## src/rtl/digit_serial_addsub.sv

```systemverilog
// Purpose : signed add/sub of a and b (plus carry/borrow-in), DIGIT bits per clock
//           through one DIGIT-wide ripple slice; reports carry-out and signed
//           overflow, optionally saturating the sum.
// Latency : done pulses N = WIDTH/DIGIT edges after start is accepted; busy
//           stays high for N+1 cycles.
// Backpressure: none; start is only sampled in IDLE and ignored while busy.
// Ports   : clk, rst (sync, active-high); start/op/c_in/a/b request side;
//           busy/done status; sum/c_out/ovf results, held until the next
//           accepted start.
module digit_serial_addsub #(
  parameter int WIDTH = 8,
  parameter int DIGIT = 4,
  parameter bit SAT   = 1'b0
) (
  input  logic             clk,
  input  logic             rst,
  input  logic             start,
  input  logic             op,
  input  logic             c_in,
  input  logic [WIDTH-1:0] a,
  input  logic [WIDTH-1:0] b,
  output logic             busy,
  output logic             done,
  output logic [WIDTH-1:0] sum,
  output logic             c_out,
  output logic             ovf
);

  localparam int N  = WIDTH / DIGIT;
  localparam int CW = (N > 1) ? $clog2(N) : 1;

  typedef enum logic [1:0] {S_IDLE, S_RUN, S_DONE} state_t;

  state_t           state_q, state_d;
  logic [WIDTH-1:0] a_q, a_d;
  logic [WIDTH-1:0] b_q, b_d;
  logic [WIDTH-1:0] acc_q, acc_d;
  logic             carry_q, carry_d;
  logic [CW-1:0]    cnt_q, cnt_d;
  logic             busy_q, busy_d;
  logic             done_q, done_d;
  logic [WIDTH-1:0] sum_q, sum_d;
  logic             c_out_q, c_out_d;
  logic             ovf_q, ovf_d;

  // Single DIGIT-wide ripple slice; operands are shifted right each cycle so
  // the current slice always sits in the low DIGIT bits.
  logic [DIGIT:0]   slice_full;
  logic [WIDTH-1:0] acc_next;
  logic             last_slice;
  logic             slice_ovf;
  logic [WIDTH-1:0] sat_val;

  assign slice_full = {1'b0, a_q[DIGIT-1:0]} + {1'b0, b_q[DIGIT-1:0]}
                    + {{DIGIT{1'b0}}, carry_q};

  // Result slices enter at the top, so after N cycles the LSB slice is at bit 0.
  assign acc_next   = (acc_q >> DIGIT)
                    | (WIDTH'(slice_full[DIGIT-1:0]) << (WIDTH - DIGIT));

  assign last_slice = (cnt_q == CW'(N - 1));

  // Carry into the MSB equals a^b^sum at that bit, so overflow needs no extra
  // tap inside the slice (this also covers DIGIT=1).
  assign slice_ovf  = a_q[DIGIT-1] ^ b_q[DIGIT-1] ^ slice_full[DIGIT-1]
                    ^ slice_full[DIGIT];

  // On the last slice a_q[DIGIT-1] is the original sign bit of a.
  assign sat_val    = a_q[DIGIT-1] ? {1'b1, {(WIDTH-1){1'b0}}}
                                   : {1'b0, {(WIDTH-1){1'b1}}};

  always_comb begin
    state_d = state_q;
    a_d     = a_q;
    b_d     = b_q;
    acc_d   = acc_q;
    carry_d = carry_q;
    cnt_d   = cnt_q;
    busy_d  = busy_q;
    done_d  = 1'b0;
    sum_d   = sum_q;
    c_out_d = c_out_q;
    ovf_d   = ovf_q;

    case (state_q)
      S_IDLE: begin
        if (start) begin
          a_d     = a;
          // Subtraction as a + ~b + ~c_in.
          b_d     = op ? ~b : b;
          carry_d = op ? ~c_in : c_in;
          acc_d   = '0;
          cnt_d   = '0;
          busy_d  = 1'b1;
          state_d = S_RUN;
        end
      end
      S_RUN: begin
        a_d     = a_q >> DIGIT;
        b_d     = b_q >> DIGIT;
        acc_d   = acc_next;
        carry_d = slice_full[DIGIT];
        cnt_d   = cnt_q + CW'(1);
        if (last_slice) begin
          sum_d   = (SAT && slice_ovf) ? sat_val : acc_next;
          c_out_d = slice_full[DIGIT];
          ovf_d   = slice_ovf;
          done_d  = 1'b1;
          state_d = S_DONE;
        end
      end
      S_DONE: begin
        busy_d  = 1'b0;
        state_d = S_IDLE;
      end
      default: begin
        busy_d  = 1'b0;
        state_d = S_IDLE;
      end
    endcase
  end

  always_ff @(posedge clk) begin
    if (rst) begin
      state_q <= S_IDLE;
      a_q     <= '0;
      b_q     <= '0;
      acc_q   <= '0;
      carry_q <= 1'b0;
      cnt_q   <= '0;
      busy_q  <= 1'b0;
      done_q  <= 1'b0;
      sum_q   <= '0;
      c_out_q <= 1'b0;
      ovf_q   <= 1'b0;
    end else begin
      state_q <= state_d;
      a_q     <= a_d;
      b_q     <= b_d;
      acc_q   <= acc_d;
      carry_q <= carry_d;
      cnt_q   <= cnt_d;
      busy_q  <= busy_d;
      done_q  <= done_d;
      sum_q   <= sum_d;
      c_out_q <= c_out_d;
      ovf_q   <= ovf_d;
    end
  end

  assign busy  = busy_q;
  assign done  = done_q;
  assign sum   = sum_q;
  assign c_out = c_out_q;
  assign ovf   = ovf_q;

endmodule

```

## config.mk

```make
export PLATFORM = sky130hd
export DESIGN_NAME = digit_serial_addsub
export DESIGN_NICKNAME = d
export VERILOG_FILES = /design/src/rtl/digit_serial_addsub.sv
export SDC_FILE = /design/constraint.sdc
export NUM_CORES = 1
export LEC_CHECK = 0
export CORE_UTILIZATION = 48
export CTS_BUF_LIST = sky130_fd_sc_hd__clkbuf_4
export DETAILED_ROUTE_END_ITERATION = 7
export GPL_ROUTABILITY_DRIVEN = 1
export GPL_TIMING_DRIVEN = 0
export PLACE_DENSITY_LB_ADDON = 0.1
export RECOVER_POWER = 100
export SLEW_MARGIN = 20
export SYNTH_ARGS = -nofsm -noshare
export SYNTH_HDL_FRONTEND = slang
export SYNTH_SLANG_ARGS = --single-unit
```

## constraint.sdc

```tcl
create_clock -name clk -period 1.8 [get_ports clk]
set_input_delay 0.36 -clock clk [delete_from_list [all_inputs] [get_ports clk]]
set_output_delay 0.36 -clock clk [all_outputs]
set_load 0.1 [all_outputs]
```

Word level (Yosys, flattened, before mapping)
Index checks and enable logic that the tools add are counted.
{"block": "word_totals", "in_bits": 21, "word_cells": 49, "out_inout_bits": 12, "ff_bits": 40}
{"block": "classes", "n_eq_ne": 3, "add_sub_neg": 3, "n_reduce_logical": 7, "bitwise_logic": 7, "n_mux": 18}
{"operator": "one-hot mux 8 bit (2 select lines)", "n": 3}
{"operator": "2-to-1 mux 8 bit", "n": 4}
{"operator": "inverter 8 bit", "n": 1}
{"operator": "OR 4 x 8 -> 8 bit", "n": 1}
{"operator": "AND reduction 2 bit", "n": 4}
{"operator": "one-hot mux 1 bit (2 select lines)", "n": 3}
{"operator": "adder 4 x 4 -> 5 bit", "n": 1}
{"operator": "adder 5 x 1 -> 5 bit", "n": 1}
{"operator": "2-to-1 mux 1 bit", "n": 5}
{"operator": "2-to-1 mux 2 bit", "n": 2}
{"operator": "inequality test 2 bit, second input constant", "n": 2}
{"operator": "one-hot mux 2 bit (2 select lines)", "n": 1}
{"operator": "XOR 1 bit", "n": 3}
{"operator": "== test 2 x 1 -> 1 bit, second input constant", "n": 1}
{"operator": "zero test 2 bit", "n": 1}
{"operator": "inverter 1 bit", "n": 2}
{"operator": "nonzero test 2 bit", "n": 1}
{"operator": "OR reduction 2 bit", "n": 1}
{"operator": "adder 1 bit, second input constant", "n": 1}

Logic depth before layout (Yosys ltp)
{"block": "depth", "depth_word": 4, "depth_mapped": 6, "mapped_depth_nobuf": 6}

Worst setup path after synthesis
Ideal clock, no wire load.
{"block": "synth_timing", "path_kind": "register to register", "from": "reg a_q[0]", "to": "reg ovf_q (netlist: ovf)", "stages_incl_launch_ff": 7, "t_arrival_ns": 1.789, "period_less_slack_ns": 1.868, "path_buffers": 0, "required_time_ns": 1.720, "slack_ns": -0.068, "setup_ns": 0.080, "path_cell_list": "dfxtp_1 > fa_1 > fa_1 > a21o_1 > a21oi_2 > xnor2_1 > a211oi_2"}
{"block": "synth_between", "elab_chain_len": 4}
{"item": "from (decl)", "line_no": "35", "rtl": "logic [WIDTH-1:0] a_q, a_d;"}
{"item": "from (signal assigned)", "line_no": "126", "rtl": "a_q <= '0;"}
{"item": "from (signal assigned)", "line_no": "138", "rtl": "a_q <= a_d;"}
{"item": "adder 4 x 4 -> 5 bit *", "line_no": "54", "rtl": "assign slice_full = {1'b0, a_q[DIGIT-1:0]} + {1'b0, b_q[DIGIT-1:0]}"}
{"item": "adder 5 x 1 -> 5 bit *", "line_no": "55", "rtl": "+ {{DIGIT{1'b0}}, carry_q};"}
{"item": "XOR 1 bit", "line_no": "65", "rtl": "assign slice_ovf = a_q[DIGIT-1] ^ b_q[DIGIT-1] ^ slice_full[DIGIT-1]"}
{"item": "XOR 1 bit *", "line_no": "66", "rtl": "^ slice_full[DIGIT];"}
{"item": "to (signal assigned)", "line_no": "147", "rtl": "ovf_q <= ovf_d;"}
{"item": "to (decl)", "line_no": "44", "rtl": "logic ovf_q, ovf_d;"}
Mark *: on every way between the ends. The rest lies on a longest branch, timed or not.
A chain may end at the register's enable or synchronous reset.

Final worst setup path
Same ends and word-level chain as after synthesis.

==> results.yml <==
timing:
  setup_viol: 3
  rsz0062_at_grt: "yes"
  final_max_slew_viol_count: 0
  period_minus_slack_ns: 1.91
  finalWorstSetupSlack_ns: -0.112
  fin_skew_ns: 0.00799
  worst_slew_pin_slew_ns: 0.550
  relSlewSlack: 0.635
  timing.fmax_mhz: 523
  fin_crit_sh: 1.06
  hold_viol: 0
die:
  num_rows: 20
  pin_count: 33
  start_util: 0.521
  die_x_um: 60.5
  core_um2: 3150
  die-area_um2: 3660
  die_h_um: 60.5
critical_path:
  worst_r2r_path_depth: 6
  cpPeakStageDelay_ns: 0.40
  slowest_stage: "fa_2"
  endpoint_kind: "flip-flop"
  worstPathRequired_ns: 2.06
  critPathArrivalTime_ns: 2.18
  timing.rr.start: "a_q[0]"
  startpoint_type: "flip-flop"
  cp_cell_sequence: "fa_2 > fa_2 > a21o_1 > a21oi_4 > xnor2_1 > a211oi_2"
  path_class: "flip-flop to flip-flop"
  path_max_fanout: 3
  r2r_end: "ovf"
  crit_top_cell: "fa_2"
  reg2reg_slack_ns: -0.11
finish:
  drive_gt1_frac: 0.192
  final_core_util: 0.668
  final_nets: 244
  n_antenna_cell: 0
  area.growth.synth_to_final_pct: 28.2
synth:
  syn_inst: 176
  synthArstFlopShare: 0
  ys_types: 35
  yosysSeqAreaShare: 0.439
  yosys.area.top_type: "dfxtp_1"
  synthTopCellsByCount: "dfxtp_1 (36), nand2_1 (27), nor2_1 (24)"
  yosys-top-cells-area: "dfxtp_1 (44%), a22oi_1 (6.4%), nand2_1 (6.2%)"
  synth_ff_type: "dfxtp_1"
  yosysMostFrequentCell: "dfxtp_1"
  syn-mean-instance-area_um2: 9.33
  synth_nets: 202
  synth_seq_cells: 36
  synth.cell_area_um2: 1640
  synth_top_area_frac: 0.439
  yosys_warnings: 0
  synth_edf_count: 0
placed_design:
  gp_congestion: 0.763
  dp_hpwl_mm: 2.68
  place.port_buffers: 30
min_path:
  hp-class: "primary input to flip-flop"
  hold_start: "rst"
  whs_endpoint: "b_q[3]"
  min_path_cells: 2
grt:
  overflow: 0
  antenna_found_initial: 0
  grt_pass1_vias: 1297
  grt_usage: 0.220
  grt_max_degree: 13
  grt_pass1_wl_mm: 5.73
routing:
  drt-vias-per-instance: 5.17
  wl_per_cell_um: 13.2
  vias: 1359
  ant_nets: 0
  dr.first_iter.drc_count: 39
  firstDrtPassIters: 4
  totalWireLength_mm: 3.47
  drc_errors: 0
clock_tree:
  clock_sinks: 36
  cts.htree.levels: 2
  root_buffer: "clkbuf_4"
  clkTransAtPathRegs_ns: 0.11
  cts_buffers: 5
  clk_latency_ns: 0.35
  cts_buffer_depth: 2
  cts_tree: "built"
power_and_ir_drop:
  power.density_nw_per_um2: 855
  ir_drop_v: 0.000511
  p_leak_nw: 0.808
  finalPower_mw: 1.80
outcome:
  failed_checks: "negative setup slack"
  outcome: "complete, but fails checks"
run:
  max_cap_viol_count: 0
==> worst max path at each step <==
stage | from | endpoint | slack (ns) | depth (start not counted)
after floorplan | a_q[0] | ovf | 0.04 | 6
after global placement | a_q[0] | ovf | -0.06 | 6
after detailed placement | a_q[0] | ovf | -0.15 | 6
after CTS | b_q[0] | ovf | -0.15 | 6
after global routing | a_q[0] | ovf | -0.17 | 6
final | a_q[0] | ovf | -0.11 | 6
==> state kept, by name, summed over array words and instances, names as in the netlist <==
register,flops
acc_q,4
busy,1
b_q,8
state_q,2
cnt_q,1
a_q,8
sum,8
c_out,1
done,1
carry_q,1
ovf,1
==> stage by stage <==
| step | instance area (um^2) | setup WS [ns] | TNS [ns] | std cells | hold WS, ns |
|---|---|---|---|---|---|
| 6_report | 2110 | -0.112 | -0.203 | 263 | 0.426 |
| 5_1_grt | 2110 | -0.172 | -0.924 | 263 | 0.418 |
| 4_1_cts | 2130 | -0.148 | -0.319 | 262 | 0.402 |
| 3_5_place_dp | 2000 | -0.145 | -0.245 | 250 | 0.451 |
| 3_3_place_gp | 2000 | -0.0635 | -0.0962 | 250 | 0.441 |
| 2_1_floorplan | 1650 | 0.0378 | 0 | 176 | 0.432 |
==> cells by family after synthesis <==
family	after synthesis	share of synthesized area
and+or+nand+nor	68	0.200
AOI/OAI and AO/OA	43	0.195
DFF	36	0.439
xor gates and xnor gates	12	0.0640
buffers and inverters	12	0.0548
adders and majority gates	5	0.0472
==> layout make-up <==
| cell class | instances | area (um^2) |
|---|---|---|
| Fill cell | 291 | 1050 |
| Clock buffer | 5 | 37.5 |
| Buffer | 11 | 68.8 |
| Multi-Input combinational cell | 128 | 822 |
| Sequential cell | 36 | 723 |
| Inverter | 1 | 3.75 |
| Tap cell | 44 | 55.1 |
| Clock inverter | 3 | 42.5 |
| Timing Repair Buffer | 35 | 353 |
==> power by group <==
part	switching, mW	internal [mW]
registers	0.0306	0.843
clock network	0.282	0.289
logic	0.203	0.152
==> timing repair <==
action | 4_1_cts | 5_1_grt
buffers inserted | 4 | 1
setup endpoints to repair | 14 | 5
hold buffers | 0 | 0
hold endpoints to repair | 0 | 0
pin swaps | 7 | 4
cloned | 0 | 0
gates resized for setup | 37 | 2
==> critical path, delay by kind of cell, from the launching register on <==
family                   cells  cell delay (ns)
adder cells (fa/ha/maj)      2             0.76
AO/OA/AOI/OAI                3             0.62
flip-flops                   1             0.35
XOR/XNOR                     1             0.11
==> layer usage <==
layer  track usage  up-vias  wire length, um
met5             0        -                0
met4        0.0779        0               61
met3        0.0661        7              139
met2         0.419       31             1850
met1         0.225      636             1420
li1              -      685                -
==> layout by cell type (no fill, tap or decap), types with 3 or more instances in the layout <==
master           instances
and2b_1                  3
a311oi_1                 4
ha_1                     3
xnor2_1                  3
dfxtp_1                 34
clkbuf_1                 5
buf_4                    8
clkdlybuf4s50_1         18
nor2_1                  24
a21oi_1                  9
clkdlybuf4s15_2         12
o21ai_0                  4
a22oi_1                 14
clkbuf_4                 5
nand2_1                 28
nor2b_1                  5
xor2_1                   9
No activity file was read; power rests on OpenSTA's default activity.
